### src/rtl/mem_port_arbiter_pkg.sv
// Shared types and defaults for the fetch/data memory port arbiter.
package mem_port_arbiter_pkg;

  localparam int AW_DEF          = 16;
  localparam int DW_DEF          = 16;
  localparam int MAX_DSTREAK_DEF = 3;
  localparam int TIMEOUT_DEF     = 15;

  typedef enum logic [1:0] {
    ST_IDLE   = 2'd0,
    ST_WAIT_I = 2'd1,
    ST_WAIT_D = 2'd2
  } state_e;

  localparam logic OWN_I = 1'b0;
  localparam logic OWN_D = 1'b1;

  function automatic int cnt_width(input int max_val);
    return (max_val < 2) ? 1 : $clog2(max_val + 1);
  endfunction

endpackage

### src/rtl/mem_port_arbiter_ctr.sv
// Loadable up-counter with a terminal flag at MAX; optionally saturates there.
module arb_timeout_ctr #(
  parameter int W   = 4,
  parameter int MAX = 15,
  parameter bit SAT = 1'b1
) (
  input  logic         clk_i,
  input  logic         rst_ni,
  input  logic         load_i,
  input  logic [W-1:0] load_val_i,
  input  logic         inc_i,
  output logic         tc_o
);

  logic [W-1:0] cnt_q, cnt_d;

  assign tc_o = (cnt_q == W'(MAX));

  always_comb begin
    cnt_d = cnt_q;
    if (load_i)
      cnt_d = load_val_i;
    else if (inc_i && !(SAT && tc_o))
      cnt_d = cnt_q + W'(1);
  end

  always_ff @(posedge clk_i or negedge rst_ni) begin
    if (!rst_ni) cnt_q <= '0;
    else         cnt_q <= cnt_d;
  end

endmodule

### src/rtl/mem_port_arbiter.sv
// Arbitrates the single-port unified memory between instruction fetch and data
// access, with a bounded data-priority streak and a memory-ack timeout.
module mem_port_arbiter
  import mem_port_arbiter_pkg::*;
#(
  parameter int AW          = AW_DEF,
  parameter int DW          = DW_DEF,
  parameter int MAX_DSTREAK = MAX_DSTREAK_DEF,
  parameter int TIMEOUT     = TIMEOUT_DEF
) (
  input  logic          clk_i,
  input  logic          rst_ni,
  input  logic          if_req_i,
  input  logic [AW-1:0] if_addr_i,
  output logic [DW-1:0] if_rdata_o,
  output logic          if_ready_o,
  input  logic          d_req_i,
  input  logic          d_we_i,
  input  logic [AW-1:0] d_addr_i,
  input  logic [DW-1:0] d_wdata_i,
  output logic [DW-1:0] d_rdata_o,
  output logic          d_ready_o,
  output logic          mem_req_o,
  output logic          mem_we_o,
  output logic [AW-1:0] mem_addr_o,
  output logic [DW-1:0] mem_wdata_o,
  input  logic [DW-1:0] mem_rdata_i,
  input  logic          mem_ack_i,
  output logic          stall_f_o,
  output logic          stall_m_o,
  output logic          err_o,
  input  logic          err_clr_i
);

  localparam int SW = cnt_width(MAX_DSTREAK);
  localparam int WW = cnt_width(TIMEOUT - 1);

  state_e        state_q, state_d;
  logic          mem_req_q, mem_req_d, mem_we_q, mem_we_d;
  logic [AW-1:0] mem_addr_q, mem_addr_d;
  logic [DW-1:0] mem_wdata_q, mem_wdata_d;
  logic [DW-1:0] if_rdata_q, if_rdata_d, d_rdata_q, d_rdata_d;
  logic          if_ready_q, if_ready_d, d_ready_q, d_ready_d;
  logic          err_q, err_d;
  logic          grant, own, timeout, d_win;
  logic          streak_tc, wait_tc;

  // Data wins unless it has already taken MAX_DSTREAK grants ahead of a waiting fetch.
  assign d_win = d_req_i && (!streak_tc || !if_req_i);

  arb_timeout_ctr #(.W(SW), .MAX(MAX_DSTREAK), .SAT(1'b1)) u_streak_ctr (
    .clk_i      (clk_i),
    .rst_ni     (rst_ni),
    .load_i     (grant && (own == OWN_I || !if_req_i)),
    .load_val_i ('0),
    .inc_i      (grant && own == OWN_D && if_req_i),
    .tc_o       (streak_tc)
  );

  // Terminal count marks the TIMEOUT-th wait cycle without an ack.
  arb_timeout_ctr #(.W(WW), .MAX(TIMEOUT - 1), .SAT(1'b0)) u_wait_ctr (
    .clk_i      (clk_i),
    .rst_ni     (rst_ni),
    .load_i     (grant),
    .load_val_i ('0),
    .inc_i      (state_q != ST_IDLE && !mem_ack_i),
    .tc_o       (wait_tc)
  );

  always_comb begin
    state_d     = state_q;
    mem_req_d   = mem_req_q;
    mem_we_d    = mem_we_q;
    mem_addr_d  = mem_addr_q;
    mem_wdata_d = mem_wdata_q;
    if_rdata_d  = if_rdata_q;
    d_rdata_d   = d_rdata_q;
    if_ready_d  = 1'b0;
    d_ready_d   = 1'b0;
    grant       = 1'b0;
    own         = OWN_I;
    timeout     = 1'b0;
    case (state_q)
      ST_IDLE: begin
        // A requester whose ready is high this cycle is not granted again.
        if (d_win) begin
          if (!d_ready_q) begin
            grant = 1'b1;
            own   = OWN_D;
          end
        end else if (if_req_i && !if_ready_q) begin
          grant = 1'b1;
          own   = OWN_I;
        end
        if (grant) begin
          mem_req_d = 1'b1;
          if (own == OWN_D) begin
            state_d     = ST_WAIT_D;
            mem_we_d    = d_we_i;
            mem_addr_d  = d_addr_i;
            mem_wdata_d = d_wdata_i;
          end else begin
            state_d    = ST_WAIT_I;
            mem_we_d   = 1'b0;
            mem_addr_d = if_addr_i;
          end
        end
      end
      default: begin
        if (mem_ack_i || wait_tc) begin
          state_d   = ST_IDLE;
          mem_req_d = 1'b0;
          timeout   = !mem_ack_i;
          if (state_q == ST_WAIT_I) begin
            if_ready_d = 1'b1;
            if_rdata_d = mem_ack_i ? mem_rdata_i : '0;
          end else begin
            d_ready_d = 1'b1;
            if (!mem_ack_i)     d_rdata_d = '0;
            else if (!mem_we_q) d_rdata_d = mem_rdata_i;
          end
        end
      end
    endcase
    err_d = timeout ? 1'b1 : (err_clr_i ? 1'b0 : err_q);
  end

  always_ff @(posedge clk_i or negedge rst_ni) begin
    if (!rst_ni) begin
      state_q     <= ST_IDLE;
      mem_req_q   <= 1'b0;
      mem_we_q    <= 1'b0;
      mem_addr_q  <= '0;
      mem_wdata_q <= '0;
      if_rdata_q  <= '0;
      d_rdata_q   <= '0;
      if_ready_q  <= 1'b0;
      d_ready_q   <= 1'b0;
      err_q       <= 1'b0;
    end else begin
      state_q     <= state_d;
      mem_req_q   <= mem_req_d;
      mem_we_q    <= mem_we_d;
      mem_addr_q  <= mem_addr_d;
      mem_wdata_q <= mem_wdata_d;
      if_rdata_q  <= if_rdata_d;
      d_rdata_q   <= d_rdata_d;
      if_ready_q  <= if_ready_d;
      d_ready_q   <= d_ready_d;
      err_q       <= err_d;
    end
  end

  assign mem_req_o   = mem_req_q;
  assign mem_we_o    = mem_we_q;
  assign mem_addr_o  = mem_addr_q;
  assign mem_wdata_o = mem_wdata_q;
  assign if_rdata_o  = if_rdata_q;
  assign d_rdata_o   = d_rdata_q;
  assign if_ready_o  = if_ready_q;
  assign d_ready_o   = d_ready_q;
  assign err_o       = err_q;
  assign stall_f_o   = if_req_i & ~if_ready_q;
  assign stall_m_o   = d_req_i & ~d_ready_q;

endmodule
### config.mk
export PLATFORM = sky130hd
export DESIGN_NAME = mem_port_arbiter
export DESIGN_NICKNAME = d
export VERILOG_FILES = /design/src/rtl/mem_port_arbiter_pkg.sv /design/src/rtl/mem_port_arbiter_ctr.sv /design/src/rtl/mem_port_arbiter.sv
export SDC_FILE = /design/constraint.sdc
export NUM_CORES = 1
export LEC_CHECK = 0
export ABC_CLOCK_PERIOD_IN_PS = 1600
export BUFFER_PORTS_ARGS = -buffer_cell sky130_fd_sc_hd__clkbuf_2
export CORE_MARGIN = 2
export CORE_UTILIZATION = 25
export CTS_BUF_LIST = sky130_fd_sc_hd__clkbuf_4 sky130_fd_sc_hd__clkbuf_8
export DETAILED_ROUTE_END_ITERATION = 12
export PLACE_DENSITY = 0.53
export RECOVER_POWER = 25
export SLEW_MARGIN = 15
export SYNTH_ARGS = -nofsm -noshare
export SYNTH_HDL_FRONTEND = slang
export SYNTH_HIERARCHICAL = 1
export SYNTH_SLANG_ARGS = --single-unit
### constraint.sdc
create_clock -name clk_i -period 1.6 [get_ports clk_i]
set_input_delay 0.08 -clock clk_i [delete_from_list [all_inputs] [get_ports clk_i]]
set_output_delay 0.08 -clock clk_i [all_outputs]
set_load 0.005 [all_outputs]
---- Word-level counts from Yosys, hierarchy flattened ----
Index checks and enable logic that the tools add are counted.
word-level totals
  register bits after elaboration ......... 77
  bits of input ports ..................... 71
  word-level logic and storage cells ...... 85
  bits in latches ......................... 0
  RAM bits ................................ 0
  output and inout bits ................... 71
  memories kept ........................... 0
  memory bits (read-only) ................. 0
operators by class
  eq/ne operators ......................... 5
  $mul .................................... 0
  bitwise logic cells ..................... 7
  add/subtract/negate cells ............... 2
  $lt $le $gt $ge ......................... 0
  reduce and logical (&&, ||, !) cells .... 25
  muxes and demuxes ....................... 34
  shift operators ......................... 0
  divide/modulo/power cells ............... 0
operators with widths
  cell                 number
  $mux 16              4
  $mux 1               22
  $mux 2               6
  $reduce_bool 2->1    5
  $mux 4               2
  $logic_and 1x1->1    7
  $reduce_and 3->1     2
  $not 1->1            5
  $add 4x1->4 const B  1
  $eq 4x4->1 const B   1
  $logic_not 1->1      4
  $ne 2x2->1 const B   2
  $reduce_and 2->1     2
  $reduce_and 4->1     1
  $logic_or 1x1->1     3
  $add 2x1->2 const B  1
  $and 1x1->1          2
  $eq 2x1->1 const B   1
  $eq 2x2->1 const B   1
  $logic_not 2->1      1

---- Longest topological paths before layout ----
  word-level depth ........................ 12
  mapped depth ............................ 8
  gate-level depth less buffers ........... 7

---- Cells and area by module ----
The synthesis kept the hierarchy.
by module, submodules not included
  module                          instances  sequential area each (um^2)  cells an instance  area each (um^2)
  mem_port_arbiter                1          1,776.7                      249                2,960.3
  arb_timeout_ctr (u_wait_ctr)    1          100.1                        22                 229.0
  arb_timeout_ctr (u_streak_ctr)  1          50.0                         12                 131.4

---- Worst setup path after synthesis ----
OpenSTA, ideal clock, no wires.
  kind .................................... flip-flop to flip-flop
  start point ............................. register u_streak_ctr.cnt_q[0]
  end point ............................... register u_streak_ctr.cnt_q[0]
  cell stages (with the launch flop) ...... 8
  setup time .............................. 0.080 ns
  data required time ...................... 1.520 ns
  slack ................................... -0.183 ns
  data arrival time ....................... 1.702 ns
  period minus slack after synthesis ...... 1.783 ns
  buffers on the path ..................... 1
  cell sequence ........................... dfrtp_1 -> ha_1 -> nand2_1 -> nand3_1 -> buf_2 -> o21ai_0 -> or4b_1 -> o211ai_2
between the ends
  word-level cells in the longest chain between the ends .. 11
  elaborated cells on any way between the ends .. 20
  those cells by class .................... add/sub: 1; eq/ne: 1; mux: 8; bitwise: 1; reduce/logical: 9
ends and longest elaborated chain
  item                                                          RTL line                                            source
  from (decl)                                                   mem_port_arbiter_ctr.sv:15                          logic [W-1:0] cnt_q, cnt_d;
  from (signal assigned)                                        mem_port_arbiter_ctr.sv:29                          else cnt_q <= cnt_d;
  $eq 2x2->1 (*)                                                mem_port_arbiter_ctr.sv:17                          assign tc_o = (cnt_q == W'(MAX));
  net streak_tc                                                 mem_port_arbiter.sv:46                              logic streak_tc, wait_tc;
  $logic_not 1->1 (*)                                           mem_port_arbiter_ctr.sv:23, mem_port_arbiter.sv:49
  $logic_or 1x1->1                                              mem_port_arbiter.sv:49                              assign d_win = d_req_i && (!streak_tc || !if_req_i);
  $logic_and 1x1->1                                             mem_port_arbiter.sv:49
  $mux 1                                                        mem_port_arbiter.sv:86                              if (d_win) begin
  $mux 1 (2 in a row)                                           mem_port_arbiter.sv:83                              case (state_q)
  $logic_and 1x1->1 or $not 1->1 (tied branches)                mem_port_arbiter.sv:56, mem_port_arbiter.sv:54
  $logic_and 1x1->1 or $logic_or 1x1->1 (tied branches)         mem_port_arbiter.sv:56, mem_port_arbiter.sv:54
  $logic_and 1x1->1, on equally long branches                   mem_port_arbiter_ctr.sv:23, mem_port_arbiter.sv:54
  $reduce_bool 2->1 (no source line) or $mux 2 (tied branches)  n/a
Mark *: on every way through the listed nets, which the timed path passes. The rest lies on a longest branch. The select of a mux whose other input is x is not followed.
A chain may end at the register's enable or synchronous reset.

---- Worst setup path after layout ----
  start point ............................. register u_streak_ctr.cnt_q[1]
  end point ............................... register u_streak_ctr.cnt_q[0]
Same word-level chain as after synthesis.

==> results.txt <==
The run finished with clean final reports. Power spread over the standard cell area amounts to 1620 mW/mm^2. The power after layout was 0.008505 W. The tools report the number of inserted diodes as 0. Post-route minimum period: 1.578 ns. The total congestion overflow is 0. Leaving out fill and tap cells, the most frequent cell in the layout is clkbuf_2. The overall die area is 0.01422 mm^2.

Counting distinct cell types in the post-synthesis netlist gives 40. The overall fraction of global-route tracks in use is 13.62%. The via count of the first global-routing pass is 3,067.

Path type of the worst setup path: flip-flop to flip-flop. The tools report the number of antenna violations at the first check in global routing as 0. Counting flops with an async set or reset pin after synthesis yields a share of 100.0%. TritonCTS built the clock tree. The tools report the pin count of the biggest net entering global routing as 34.

The logs give 0 for the number of maximum-capacitance constraint violations and 0.0005546 V for the maximum resistive drop on vdd. The max-slew violation count was 0; the total via count after detailed routing was 2,910. Dividing the detail-routed wire length by the instance count gives 13.81 um. The worst register-to-register path has a setup slack of 0.02 ns.

Number of stages on the worst hold path: 3. The first routing iteration left 90 violations. The H-tree was split into 3 levels. The worst register-to-register path ends at u_streak_ctr/cnt_q[0]. Summing every instance area after synthesis gives 0.003321 mm^2. The number of synthesized flops with an enable pin came out at 0.

Most instantiated flip-flop cell in the synthesis netlist: dfrtp_1. The destination of the worst hold path is mem_addr_o[8]. The part of the cycle the worst path needs works out to 98.60%. Timing would allow up to 0.6339 GHz.

Portion of the post-synthesis area used by sequential elements: 58.03%. Setup repair after global routing could not meet its margin everywhere. Relative to the synthesized area, the layout overhead comes to 58.10%. The tools report the endpoint required time on the critical path as 1.89 ns.

The clock reaches the later pin of the worst-skew pair after 0.37 ns. The number of buffers on the longest clock path was 2. After clock tree synthesis, the clock-pin slew on the worst setup and hold paths is 0.08 ns.

The detailed placement HPWL is 6.402 mm. The run gives 579 as the layout net count. The tree built by TritonCTS fans out to 77 sinks.

Once the floorplan was initialized, standard cells occupied 25.38% of the core. The tools report the area of the core as 0.01309 mm^2. Of the cells placed in the final design, the portion with a size suffix greater than 1 is 42.16%.

In this run the worst path has a maximum fanout of 5. The tools report the count of TritonRoute iterations in the first routing pass as 4. The detailed-route vias per instance came out at 4.242. Synthesis inferred 77 register bits. Hold is met by 0.02609 ns.

The worst setup path is captured at a flip-flop. The floorplan has 42 rows. The gate count of the mapped netlist was 283. In this run the worst hold path is classified as input pin to flip-flop. Port buffering added 141 buffers. The leakage power of the design is 2.639 nW. In this run the most critical hold path is launched from if_addr_i[8]. The top cell types in the final layout, fill and taps aside, are clkbuf_2, dfrtp_1, nand2_1, dlygate4sd3_1, o21ai_0. Across the routed clock network, the largest skew measured is 0.01142 ns. The final layout contains routed wiring with a total length of 9.476 mm. The tools report the type of element launching the critical path as a flip-flop. The die is 119.3 um wide.

The congestion estimate from routability-driven global placement came to 0.7636. The worst-case reg-to-reg path depth is 6, and the remaining number of nets flagged by the antenna check after routing is 0. Data arrives at the worst endpoint at 1.86 ns.

The vertical die dimension was 119.3 um. The total CTS buffers is 9, and the count of unresolved DRC violations after routing is 0. The yosys synthesis warning count was 6. Setup violations remaining at the end of the flow were counted as 0. The first global-routing pass estimated 15.12 mm of wire. The tools report the relative slew slack as 53.88%. At the pin with the least slew margin, the transition time is 0.6918 ns. Pin placement for this block handled 142 I/O pins. For the total count of hold-check failures in the final report, the log shows 0. Averaged over all synthesized cells, the footprint is 11.73 um^2. The root cell of the clock tree was clkbuf_8. The start of the worst register-to-register path was u_streak_ctr/cnt_q[1].
[synthesized netlist by cell type (2+ instances only)]
master,n,area share [%]
nor2_1,4,0.45
buf_4,5,1.1
a32o_1,16,4.8
inv_1,7,0.79
clkbuf_1,3,0.34
ha_1,3,1.1
dfrtp_1,77,58
o21ai_1,14,2.1
buf_6,5,1.7
o21ai_0,24,3.6
mux2i_1,17,5.1
mux2_2,16,5.4
buf_2,2,0.30
nand2_1,63,7.1
xnor2_1,2,0.53
[worst max-delay path: stages (launching register included)]
cell and delay [ns]:
dfrtp_1 0.42, ha_4 0.20, nand2_4 0.09, nand3_4 0.11, nor2_4 0.13, or4b_4 0.46, o211ai_2 0.08
[kinds of logic (layout without fill, tap and decap cells)]
family                     count (synthesis)  in the layout  synth area share [%]
AOI/OAI and AO/OA                         59             59                 12.77
xor gates and xnor gates                   3              3                0.7914
adders and majority gates                  3              3                 1.130
buffers and inverters                     24            246                 4.521
DFF                                       77             77                 58.03
muxes                                     34             34                 10.89
other                                      1              6                0.1129
and+or+nand+nor                           82             82                 11.76
[layer usage]
layer | up-vias | wire (um) | global-route usage [%]
met4 | 0 | 157 | 6.176
met3 | 9 | 548 | 4.119
met2 | 88 | 4937 | 23.31
li1 | 1422 | - | -
met5 | - | 0 | 0
met1 | 1391 | 3832 | 15.61
[repair_timing]
action                                 CTS  global route
gates cloned                             0             2
hold buffers                            59             0
pin swaps                                0             5
setup buffers                            1             2
setup endpoints to repair                2             6
endpoints found under the hold margin  139             0
resized for setup                        4            10
[state kept, by name (all words and copies together) (netlist names)]
name and count:
if_ready_o 1, err_o 1, state_q 2, mem_wdata_o 16
u_streak_ctr/cnt_q 2, mem_addr_o 16, d_rdata_o 16, d_ready_o 1
mem_we_o 1, if_rdata_o 16, u_wait_ctr/cnt_q 4, mem_req_o 1
[where the power goes]
group | switching, W | internal, W | total [W]
registers | 0.000542 | 0.00284 | 0.00338
logic | 0.00169 | 0.00194 | 0.00363
clock network | 0.000761 | 0.000728 | 0.00149
[area by class of cell]
| class | instances | area [um^2] |
|---|---|---|
| clock inverters | 7 | 73.82 |
| multi-input cells | 187 | 1328 |
| flip-flops and latches | 77 | 1927 |
| repair buffers | 222 | 1548 |
| well taps | 176 | 220.2 |
| fillers | 1302 | 7835 |
| clock buffers | 9 | 123.9 |
| inverters | 8 | 30.03 |
[worst max-delay path by stage]
stage                                      from                    end  slack [ns]  cells after the start
after floorplan           u_streak_ctr/cnt_q[0]  u_streak_ctr/cnt_q[0]       -0.01                      7
after global placement    u_streak_ctr/cnt_q[0]  u_streak_ctr/cnt_q[0]      -0.006                      6
after detailed placement  u_streak_ctr/cnt_q[0]  u_streak_ctr/cnt_q[0]       -0.05                      6
after CTS                 u_streak_ctr/cnt_q[0]  u_streak_ctr/cnt_q[0]        0.01                      6
after global routing        u_wait_ctr/cnt_q[0]          d_rdata_o[10]       -0.03                      9
final                     u_streak_ctr/cnt_q[1]  u_streak_ctr/cnt_q[0]        0.02                      6
[per-stage QoR]
| stage | cell area (um^2) | util, % | instances | setup TNS (ns) | setup WS (ns) |
|---|---|---|---|---|---|
| 2_1_floorplan | 3361 | - | 288 | -0.01113 | -0.01113 |
| 6_report | 5250 | 40.12 | 686 | 0 | 0.02235 |
| 5_1_grt | 5250 | 40.12 | 686 | -0.2950 | -0.02805 |
| 3_3_place_gp | 4365 | 33.36 | 606 | -0.006107 | -0.006107 |
| 3_5_place_dp | 4365 | 33.36 | 606 | -0.07342 | -0.04914 |
| 4_1_cts | 5187 | 39.64 | 682 | 0 | 0.01258 |
(Power assumes the default switching activity.)
